## config.mk

```make
export PLATFORM = sky130hd
export DESIGN_NAME = lut_mac_sequencer
export DESIGN_NICKNAME = d
export VERILOG_FILES = /design/src/rtl/lut_mac_sequencer_pkg.sv /design/src/rtl/lut_mac_sequencer_lut_builder.sv /design/src/rtl/lut_mac_sequencer.sv
export SDC_FILE = /design/constraint.sdc
export NUM_CORES = 1
export LEC_CHECK = 0
export CAP_MARGIN = 0
export CORE_ASPECT_RATIO = 1.75
export CORE_MARGIN = 2
export CORE_UTILIZATION = 40
export CTS_CLUSTER_DIAMETER = 40
export DETAILED_ROUTE_END_ITERATION = 10
export PLACE_DENSITY = 0.7
export SLEW_MARGIN = 20
export SYNTH_ARGS = -nofsm -noshare
export SYNTH_HDL_FRONTEND = slang
export SYNTH_HIERARCHICAL = 1
export SYNTH_SLANG_ARGS = --single-unit
```

## constraint.sdc

```tcl
create_clock -name clk -period 3.62 [get_ports clk]
set_clock_uncertainty 0.2 [all_clocks]
set_input_delay 0.724 -clock clk [delete_from_list [all_inputs] [get_ports clk]]
set_output_delay 0.724 -clock clk [all_outputs]
set_load 0.05 [all_outputs]
```

## src/rtl/lut_mac_sequencer_pkg.sv

```systemverilog
// Shared types and sizes for the bit-serial LUT multiply-accumulate sequencer.
package lut_mac_sequencer_pkg;

    typedef enum logic [1:0] {
        ST_IDLE = 2'd0,
        ST_LOAD = 2'd1,
        ST_RUN  = 2'd2,
        ST_DONE = 2'd3
    } state_t;

    localparam int LUT_ENTRIES = 8;
    localparam int ENTRY_W     = 16;
    localparam int ACT_W       = 8;
    localparam int CTRL_W      = 3;
    localparam int LUT_W       = LUT_ENTRIES * ENTRY_W;

    // Sign-extend one activation to LUT entry width.
    function automatic logic signed [ENTRY_W-1:0] sext_act(input logic signed [ACT_W-1:0] a);
        return ENTRY_W'(a);
    endfunction

endpackage

```

## src/rtl/lut_mac_sequencer_lut_builder.sv

```systemverilog
// Combinational subset-sum generator: entry k holds the sum of the
// activations whose index bit is set in k (entry 0 is zero).
module lut_builder
    import lut_mac_sequencer_pkg::*;
(
    input  logic signed [ACT_W-1:0] i_act0,
    input  logic signed [ACT_W-1:0] i_act1,
    input  logic signed [ACT_W-1:0] i_act2,
    output logic [LUT_W-1:0]        o_lut
);

    logic signed [ENTRY_W-1:0] w_sum;

    // Build all eight subset sums; the +-384 range always fits in 16 bits.
    always_comb begin
        o_lut = '0;
        w_sum = '0;
        for (int k = 0; k < LUT_ENTRIES; k++) begin
            w_sum = '0;
            if (k[0]) w_sum = w_sum + sext_act(i_act0);
            if (k[1]) w_sum = w_sum + sext_act(i_act1);
            if (k[2]) w_sum = w_sum + sext_act(i_act2);
            o_lut[k*ENTRY_W +: ENTRY_W] = w_sum;
        end
    end

endmodule

```

## src/rtl/lut_mac_sequencer.sv

```systemverilog
// Bit-serial LUT MAC sequencer: captures three activation/weight pairs,
// registers the partial-sum LUT, walks the weight bit-planes through the
// external LUT mux and shift-accumulates the returned entries.
// Build option: SIGNED_WEIGHT_EN treats weights as two's complement
// (top plane subtracted); undefined means unsigned weights.
//
// state | meaning
// IDLE  | waiting for start, operands captured on start
// LOAD  | LUT registered, accumulator and plane counter cleared
// RUN   | one weight bit-plane per cycle, mux_data accumulated
// DONE  | result presented until out_ready
module lut_mac_sequencer
    import lut_mac_sequencer_pkg::*;
#(
    parameter int WBITS = 8,
    parameter int ACC_W = 32
) (
    input  logic                     clk,
    input  logic                     rst_n,
    input  logic                     start,
    input  logic signed [ACT_W-1:0]  act0,
    input  logic signed [ACT_W-1:0]  act1,
    input  logic signed [ACT_W-1:0]  act2,
    input  logic [WBITS-1:0]         w0,
    input  logic [WBITS-1:0]         w1,
    input  logic [WBITS-1:0]         w2,
    output logic                     busy,
    output logic [LUT_W-1:0]         lut_out,
    output logic [CTRL_W-1:0]        mux_ctrl,
    input  logic [ENTRY_W-1:0]       mux_data,
    output logic signed [ACC_W-1:0]  result,
    output logic                     out_valid,
    input  logic                     out_ready
);

    localparam int PW = (WBITS > 1) ? $clog2(WBITS) : 1;
    localparam logic [PW-1:0] LAST_PLANE = PW'(WBITS - 1);

    state_t                    r_state;
    logic signed [ACT_W-1:0]   r_act0, r_act1, r_act2;
    logic [WBITS-1:0]          r_w0, r_w1, r_w2;
    logic [PW-1:0]             r_plane;
    logic signed [ACC_W-1:0]   r_acc;
    logic [LUT_W-1:0]          r_lut;
    logic [CTRL_W-1:0]         r_mux_ctrl;
    logic signed [ACC_W-1:0]   r_result;
    logic                      r_out_valid;
    logic                      r_busy;

    logic [LUT_W-1:0]          w_lut;
    logic signed [ACC_W-1:0]   w_ext;
    logic signed [ACC_W-1:0]   w_term;
    logic signed [ACC_W-1:0]   w_acc_nxt;
    logic                      w_last;
    logic [PW-1:0]             w_plane_nxt;
    logic [CTRL_W-1:0]         w_ctrl_nxt;

    lut_builder u_lut_builder (
        .i_act0 (r_act0),
        .i_act1 (r_act1),
        .i_act2 (r_act2),
        .o_lut  (w_lut)
    );

    // Shifted, sign-extended mux return and the next accumulator value.
    always_comb begin
        w_ext       = ACC_W'($signed(mux_data));
        w_term      = w_ext <<< r_plane;
        w_last      = (r_plane == LAST_PLANE);
        w_plane_nxt = r_plane + PW'(1);
        w_ctrl_nxt  = {r_w2[w_plane_nxt], r_w1[w_plane_nxt], r_w0[w_plane_nxt]};
`ifdef SIGNED_WEIGHT_EN
        w_acc_nxt   = w_last ? (r_acc - w_term) : (r_acc + w_term);
`else
        w_acc_nxt   = r_acc + w_term;
`endif
    end

    // Sequencer FSM with all outputs registered.
    always_ff @(posedge clk) begin
        if (!rst_n) begin
            r_state     <= ST_IDLE;
            r_act0      <= '0;
            r_act1      <= '0;
            r_act2      <= '0;
            r_w0        <= '0;
            r_w1        <= '0;
            r_w2        <= '0;
            r_plane     <= '0;
            r_acc       <= '0;
            r_lut       <= '0;
            r_mux_ctrl  <= '0;
            r_result    <= '0;
            r_out_valid <= 1'b0;
            r_busy      <= 1'b0;
        end else begin
            case (r_state)
                ST_IDLE: begin
                    if (start) begin
                        r_act0  <= act0;
                        r_act1  <= act1;
                        r_act2  <= act2;
                        r_w0    <= w0;
                        r_w1    <= w1;
                        r_w2    <= w2;
                        r_busy  <= 1'b1;
                        r_state <= ST_LOAD;
                    end
                end
                ST_LOAD: begin
                    r_lut      <= w_lut;
                    r_acc      <= '0;
                    r_plane    <= '0;
                    r_mux_ctrl <= {r_w2[0], r_w1[0], r_w0[0]};
                    r_state    <= ST_RUN;
                end
                ST_RUN: begin
                    r_acc <= w_acc_nxt;
                    if (w_last) begin
                        r_mux_ctrl  <= '0;
                        r_result    <= w_acc_nxt;
                        r_out_valid <= 1'b1;
                        r_state     <= ST_DONE;
                    end else begin
                        r_plane    <= w_plane_nxt;
                        r_mux_ctrl <= w_ctrl_nxt;
                    end
                end
                ST_DONE: begin
                    // start in the handshake cycle is deliberately dropped
                    if (out_ready) begin
                        r_out_valid <= 1'b0;
                        r_busy      <= 1'b0;
                        r_state     <= ST_IDLE;
                    end
                end
                default: begin
                    r_state <= ST_IDLE;
                end
            endcase
        end
    end

    assign busy      = r_busy;
    assign lut_out   = r_lut;
    assign mux_ctrl  = r_mux_ctrl;
    assign result    = r_result;
    assign out_valid = r_out_valid;

endmodule
```

-- After elaboration in Yosys (flattened, before gate mapping)
Cells that the tools add are included.
- divide/modulo/power cells: 0
- multiplexer cells: 20
- shifts and indexed selects: 1
- $mul: 0
- add/subtract/negate cells: 6
- equal/unequal tests: 8
- magnitude comparators: 1
- bitwise logic cells: 0
- reduce and logical (&&, ||, !) cells: 10
- operators by type and width (kind ; number):
    one-hot mux 32 bit (2 select lines) ; 1
    adder 32 bit ; 1
    <<< shifter 16 x 3 -> 32 bit ; 1
    adder 8 x 8 -> 9 bit ; 3
    one-hot mux 3 bit (2 select lines) ; 2
    adder 9 x 8 -> 10 bit ; 1
    binary-select mux 1 bit (select 3 bit) ; 3
    AND reduction 3 bit ; 3
    inequality test 2 bit, second input constant ; 4
    one-hot mux 2 bit (4 select lines) ; 1
    2-to-1 mux 1 bit ; 6
    2-to-1 mux 2 bit ; 3
    2-to-1 mux 3 bit ; 2
    AND reduction 2 bit ; 3
    nonzero test 2 bit ; 3
    equality test 2 bit, second input constant ; 2
    less-than comparator 3 x 4 -> 1 bit, second input constant ; 1
    one-hot mux 1 bit (2 select lines) ; 2
    adder 3 x 1 -> 3 bit, second input constant ; 1
    equality test 3 bit, second input constant ; 1
    equality test 2 x 1 -> 1 bit, second input constant ; 1
    logical NOT 2 bit ; 1
- input bits: 68
- bits in latches: 0
- flip-flop bits (word level): 228
- word-level logic and storage cells: 60
- bits in read-only memories: 0
- memories: 0
- output and inout bits: 165
- RAM bits: 0

-- Depth between registers and ports, before layout
Gate-level depths: netlist (run 1).
- depth in word-level cells: 5
- depth in mapped cells: 17

-- Cells and area by module
Netlist (run 1), hierarchy kept.
- by module, submodules not included (module ; cells each ; area an instance (µm²) ; instances):
    lut_mac_sequencer ; 1273 ; 11263.3 ; 1
    lut_builder ; 254 ; 1936.9 ; 1

-- Worst setup path after synthesis (run 1)
No wires, ideal clock.
- path type: flip-flop to flip-flop
- from: register r_plane[1]
- to: register r_acc[31]
- buffers on the path: 3
- arrival time: 3.708 ns
- required time: 3.306 ns
- stages on the path, launching flop included: 16
- library setup time: 0.114 ns
- setup slack: -0.402 ns
- cell sequence: dfxtp_1 clkbuf_1 buf_1 mux2_2 o21ai_0 o21ai_0 ha_1 buf_2 a21o_1 o21ba_1 o21ai_0 a221o_1 o41a_1 xor2_1 o22ai_1 a21o_1
- longest elaborated chain between the ends: 3
- ends and longest elaborated chain (what ; RTL line ; source):
    from (decl) ; lut_mac_sequencer.sv:42 ; logic [PW-1:0] r_plane;
    from (signal assigned) ; lut_mac_sequencer.sv:125 ; r_plane <= w_plane_nxt;
    <<< shifter 16 x 3 -> 32 bit ; lut_mac_sequencer.sv:68 ; w_term = w_ext <<< r_plane;
    adder 32 bit ; lut_mac_sequencer.sv:75 ; w_acc_nxt = r_acc + w_term;
    one-hot mux 32 bit (2 select lines) ; lut_mac_sequencer.sv:97 ; case (r_state)
    to (signal assigned) ; lut_mac_sequencer.sv:118 ; r_acc <= w_acc_nxt;
    to (decl) ; lut_mac_sequencer.sv:43 ; logic signed [ACC_W-1:0] r_acc;
No other way between the ends.
A chain may end at the register's enable or synchronous reset.

-- Worst setup path after layout (run 1)
- from: register r_plane[1]
- to: register r_result[25], in the netlist result[25]
- longest elaborated chain between the ends: 2
- elaborated cells between the ends (all ways): 4
- ends and longest elaborated chain (what ; RTL line ; source):
    <<< shifter 16 x 3 -> 32 bit / equality test 3 bit (equally long branches) ; lut_mac_sequencer.sv:68, lut_mac_sequencer.sv:69 ;
    adder 32 bit / AND reduction 2 bit (equally long branches) ; - ;
    to (signal assigned) ; lut_mac_sequencer.sv:121 ; r_result <= w_acc_nxt;
    to (decl) ; lut_mac_sequencer.sv:46 ; logic signed [ACC_W-1:0] r_result;
Several ways; a longest one is shown, not always the timed one.

==> results of run 1 <==
-- flip-flops by register name (all words and copies together) (netlist names), 8 cells and up --
signal and cells:
lut_out 128, r_acc 32, result 32, r_act0 8
r_act1 8, r_act2 8, r_w0 8, r_w1 8
r_w2 8
-- through the flow --
step                area [um2]  TNS (ps)  setup slack [ps]
finish                   18000      -195             -67.7
global route             18000     -1470              -180
CTS                      17600      -232             -53.4
detailed placement       16300    -26070              -773
global placement         16300    -24790              -742
floorplan                13300     -7.94             -7.94
-- worst max-delay path, stage by stage, from the launching register on --
cell,delay [ps]
dfxtp_2,350
buf_12,140
buf_12,120
mux2_2,360
o211ai_1,160
o21ai_1,100
ha_1,380
buf_4,160
and3_1,200
nand2_2,90
o31ai_2,390
a31oi_2,180
o31a_1,330
or4_1,390
nand3_1,70
-- metal layers --
metal  vias up  part of all wire  track usage
met5         -                 0            0
met4         0             0.088        0.175
met3       146             0.049       0.0403
met2       336              0.54        0.446
met1      5469              0.32        0.204
li1       5697                 -            -
-- synth_stat cells, types with 5 or more instances --
library cell / number
a21oi_1: 116
mux2i_1: 142
o22ai_1: 8
mux2_2: 13
dfxtp_1: 250
o31ai_1: 6
and3_1: 7
a21o_1: 20
buf_4: 94
a22oi_1: 6
fa_1: 5
o21ai_0: 34
nor2_1: 206
o21bai_1: 9
o211ai_1: 14
clkbuf_1: 65
xnor2_1: 32
ha_1: 71
buf_1: 16
inv_1: 31
nand4_1: 11
or4_1: 5
nand3_1: 29
and2_1: 8
nor2b_1: 6
o21a_1: 10
mux4_2: 7
nor3_1: 14
o21ai_1: 15
a31oi_1: 5
nand2b_1: 6
xor2_1: 22
nand2_1: 184
-- cell type report --
class | instances | area (um2)
Timing Repair Buffer | 398 | 3720
Tap cell | 405 | 507
Inverter | 31 | 121
Clock inverter | 18 | 210
Clock buffer | 35 | 788
Antenna cell | 1 | 2.50
Fill cell | 2925 | 14700
Sequential cell | 250 | 5010
Multi-Input combinational cell | 1082 | 7600
-- how the worst max path moves through the flow --
stage | slack, ps | depth (start not counted) | to
4_1_cts | -50 | 13 | r_acc[31]
3_3_place_gp | -740 | 14 | r_acc[15]
5_1_grt | -180 | 15 | result[25]
6_report | -70 | 14 | result[25]
3_5_place_dp | -770 | 14 | r_acc[15]
2_1_floorplan | -8 | 17 | r_acc[31]
-- kinds of logic after synthesis --
family                   Yosys count  synth area share
AND/OR/NAND/NOR                  482             0.152
AO/OA/AOI/OAI                    292             0.140
flip-flops                       250             0.379
buffers and inverters            210            0.0873
multiplexers                     162             0.131
adder cells (fa/ha/maj)           76            0.0749
XOR/XNOR                          54            0.0358
other                              1          0.000284
-- repair_timing --
action / in CTS / in global routing
endpoints found under the setup margin: 28 / 38
buffers inserted: 10 / 9
gates resized for setup: 54 / 56
pin swaps: 30 / 30
-- power by group --
part	total (uW)	internal (uW)	switching, uW
sequential	3400	3120	284
combinational	4480	1760	2710
clock	2980	1680	1300
==> impl_results.md, run 1 <==
- Router iterations before antenna repair: 5
- Worst Setup Path Type: flop to flop
- Largest area contributor in the netlist: dfxtp_1
- Ports: 233
- RSZ-0062 raised after global routing: true
- Fin nets: 1936
- EDFF count, synth: 0
- Largest net degree at the start of global routing: 77
- Hold worst-path end: result[21]
- R2r startpoint: r_plane[1]
- Syn Inst Count: 1527
- Power per cell area: 605 nW/um2
- Critical path capture point type: flop
- Fraction of layout cells with a size suffix above 1: 0.172
- Synth top area share: 0.379
- Yosys cell types: 70
- Final worst slack: -67.7 ps
- Worst Hold Class: flop to flop
- ANT nets after route: 0
- Slew @ Worst Pin: 959 ps
- Hold Buf Count CTS: 0
- Via/cell ratio: 5.25
- CORE AREA: 32700 um2
- Fin cells: 2220
- Most common cell after layout, fill and taps aside: dfxtp_1
- Later-pin clock latency in the skew report: 550 ps
- Slew Limit Fails: 0
- Global-route wire length before repair: 62.5 mm
- FP Rows: 88
- CTS sink count: 250
- Hold Vio Cnt, Final: 0
- Syn avg cell area: 8.64 um2
- Initial drt markers: 368
- Initial antenna violation count: 1
- Die Ht: 244 um
- I/O Buffers: 232
- Leakage dissipation: 0.00729 uW
- Syn-to-layout area delta: 36.0%
- DRC Markers: 0
- Seq cells post-synth: 250
- Routed WL per cell: 18.4 um
- Final setup viols: 4
- Synth Warn #: 6
- CTS clock-pin slew for the worst setup and hold paths: 70 ps
- Run status: finished, violations left
- GR Overflow Total: 0
- Most frequent cells in the layout: 248 x dfxtp_1, 228 x clkdlybuf4s50_1, 200 x nor2_1, 179 x nand2_1, 148 x buf_4
- Leading post-synthesis cells by cell area: dfxtp_1 38%, mux2i_1 11%, ha_1 6.7%, nor2_1 5.9%, buf_4 5.3%
- CTS max path bufs: 3
- Drt total wl: 40.8 mm
- Total GRT Usage: 0.229
- Post-Syn Area: 13200 um2
- Register-to-Register Setup Slack: -70 ps
- Critical path origin: r_plane[1]
- Vias in the first global route: 12100
- F_max: 0.271 GHz
- Failing checks: setup timing
- Final Critical Period: 3690 ps
- Startpoint types: flop
- Worst Reg-to-Reg Cells: 14
- Starting density of the core: 0.404
- DP HPWL: 30.9 mm
- Total CTS buffers: 29
- Seq/Total Area, Yosys: 0.379
- DIE AREA: 34500 um2
- WP data arrival: 3990 ps
- Hold path start: result[21]
- Htree depth: 1
- Worst vdd ir: 0.000532 V
- Period utilisation layout: 1.02
- CP required: 3920 ps
- Max_slew headroom: 0.359
- Synth async-reset ratio: 0
- CTS tree: done
- Vias post-DR: 11600
- Core Util, Final: 0.549
- Overall die width: 141 um
- WHS Path Cells: 2
- Root buf cell: clkbuf_16
- Synth Flop Type: dfxtp_1
- CP max FO: 5
- Max-cap violations: 0
- Dpl cells: 2148
- Overall Power: 10900 uW
- RR Endpoint: result[25]
- Hold slack final: 254 ps
- GPL Wtd Cong: 0.968
No activity file was read; power rests on OpenSTA's default activity.
==> run 2, diff against run 1 <==
--- a/config.mk
+++ b/config.mk
@@ -11,6 +11,7 @@
 export CORE_UTILIZATION = 40
 export CTS_CLUSTER_DIAMETER = 40
 export DETAILED_ROUTE_END_ITERATION = 10
+export GPL_ROUTABILITY_DRIVEN = 1
 export PLACE_DENSITY = 0.7
 export SLEW_MARGIN = 20
 export SYNTH_ARGS = -nofsm -noshare
==> results of run 2 <==
Final layout, timing and power as in run 1 (identical DEF).
==> run 3, diff against run 2 <==
--- a/config.mk
+++ b/config.mk
@@ -7,7 +7,7 @@
 export LEC_CHECK = 0
 export CAP_MARGIN = 0
 export CORE_ASPECT_RATIO = 1.75
-export CORE_MARGIN = 2
+export CORE_MARGIN = 1
 export CORE_UTILIZATION = 40
 export CTS_CLUSTER_DIAMETER = 40
 export DETAILED_ROUTE_END_ITERATION = 10
==> run 3 against run 2 <==
  * The run still ends with setup timing left
  * Count of clock-buffer cells in the layout is 5 higher
  * Setup slack improved by 16 ps
  * Sequential power is essentially flat
  * Power rose by 1.8%
  * Sequential share of layout area decreased by 0.085 points
  * Via count decreased by 0.46%
  * Critical path type is now input port to flop
  * Largest power group unchanged
==> impl_results.md, run 3 (same netlist as run 1, synthesis figures left out) <==
- Worst vdd ir: 0.000535 V
- Startpoint types: input port
- ANT nets after route: 0
- Root buf cell: clkbuf_16
- Htree depth: 1
- GR Overflow Total: 0
- Later-pin clock latency in the skew report: 560 ps
- Buf+Inv Stages, Crit Path: 1
- CP max FO: 3
- CTS tree: done
- Vias in the first global route: 11700
- Total GRT Usage: 0.234
- Fin nets: 1947
- Pre-CTS WS: -757 ps
- Period utilisation layout: 1.01
- Crit-path max cell delay: 460 ps
- Register-to-Register Setup Slack: -30 ps
- Vias post-DR: 11600
- RSZ-0062 raised after global routing: true
- Hold Vio Cnt, Final: 0
- CTS sink count: 250
- Syn-to-layout area delta: 36.5%
- Most common cell after layout, fill and taps aside: dfxtp_1
- Most frequent cells in the layout: 248 x dfxtp_1, 226 x clkdlybuf4s50_1, 201 x nor2_1, 181 x nand2_1, 162 x buf_4
- Final setup viols: 2
- Overall die width: 139 um
- Area after DPL: 16400 um2
- WP data arrival: 3920 ps
- Final Critical Period: 3670 ps
- Fraction of layout cells with a size suffix above 1: 0.181
- Total CTS buffers: 30
- CP top delay family: compound AO/OA/AOI/OAI gates
- Critical path capture point type: flop
- Initial antenna violation count: 0
- Starting density of the core: 0.408
- Router iterations before antenna repair: 5
- Largest net degree at the start of global routing: 97
- Hold Buf Count CTS: 0
- R2r startpoint: r_plane[1]
- Failing checks: setup timing
- Cell area after layout: 18000 um2
- F_max: 0.272 GHz
- Worst Reg-to-Reg Cells: 16
- Final worst slack: -51.7 ps
- Worst Setup Path Type: input port to flop
- CORE AREA: 32300 um2
- Inserted Diodes: 0
- DIE AREA: 33800 um2
- Setup crit end: r_acc[31]
- Drt total wl: 40.3 mm
- FP Rows: 87
- Max_slew headroom: 0.394
- Crit. path cell count: 13
- CTS clock-pin slew for the worst setup and hold paths: 60 ps
- RR Endpoint: r_acc[31]
- Max-cap violations: 0
- Worst-path cell chain: clkdlybuf4s50_1 -> mux2_2 -> mux2i_2 -> o21ai_1 -> ha_1 -> a21oi_1 -> o21a_1 -> o21ai_2 -> a221o_1 -> o41a_1 -> xor2_2 -> nor3b_2 -> a21o_1
- DRC Markers: 0
- Via/cell ratio: 5.21
- Leakage dissipation: 0.00739 uW
- Slowest cell on the critical path: clkdlybuf4s50_1
- Routed WL per cell: 18.1 um
- GPL Wtd Cong: 0.974
- Worst Hold Class: flop to flop
- Critical path origin: mux_data[7]
- Die Ht: 242 um
- I/O Buffers: 232
- Run status: finished, violations left
- DP HPWL: 30.1 mm
- CTS max path bufs: 3
- Ports: 233
- Slew @ Worst Pin: 906 ps
- Slew Limit Fails: 0
- Initial drt markers: 385
- CP required: 3870 ps
- Power per cell area: 614 nW/um2
- Max FFs per register: 128
- Global-route wire length before repair: 62.1 mm
-- run 3: what timing repair did --
item	in CTS	in global routing
endpoints found under the setup margin	38	38
pin swaps	30	34
setup buffers	9	5
resized for setup	63	43
cloned	1	0
-- run 3: routing by layer --
metal,share of wire,GRT usage,vias up
li1,-,-,5699
met1,0.33,0.207,5449
met2,0.54,0.453,308
met3,0.053,0.0488,138
met4,0.082,0.180,0
met5,0,0,-
-- run 3: worst min-delay path by stage --
stage	startpoint	to	depth (start not counted)
2_1_floorplan	r_acc[22]	r_acc[22]	2
3_3_place_gp	r_w0[3]	r_w0[3]	2
3_5_place_dp	r_w0[6]	r_w0[6]	2
4_1_cts	r_w0[6]	r_w0[6]	2
5_1_grt	r_w1[1]	r_w1[1]	2
6_report	r_w1[1]	r_w1[1]	2
-- run 3: layout make-up --
type,count,area (um2)
fillers,2862,14300
clock buffers,40,880
multi-input cells,1082,7540
clock inverters,16,194
well taps,400,500
flip-flops and latches,250,5010
repair buffers,408,3770
inverters,31,121
-- run 3: worst min-delay path: cells and delay by family (launching register included) --
kind | cells | cell delay, ps
AOI/OAI and AO/OA | 1 | 50
DFF | 1 | 310
and+or+nand+nor | 1 | 50
-- run 3: per-stage QoR --
stage / cells / utilization / total power [uW] / setup TNS (ps) / hold WS, ps
final: 2227 / 0.557 / 11100 / -71.6 / 256
after CTS: 2224 / 0.552 / 11100 / -210 / 258
after global placement: 2158 / 0.507 / 7760 / -28510 / 241
after global routing: 2227 / 0.557 / 11600 / -1020 / 279
after floorplan: 1542 / - / 6530 / -7.94 / 229
after detailed placement: 2158 / 0.507 / 7820 / -30160 / 250
-- run 3: power breakdown --
part | switching [uW] | internal (uW)
clock | 1280 | 1890
combinational | 2700 | 1780
sequential | 284 | 3120
total | 4270 | 6790
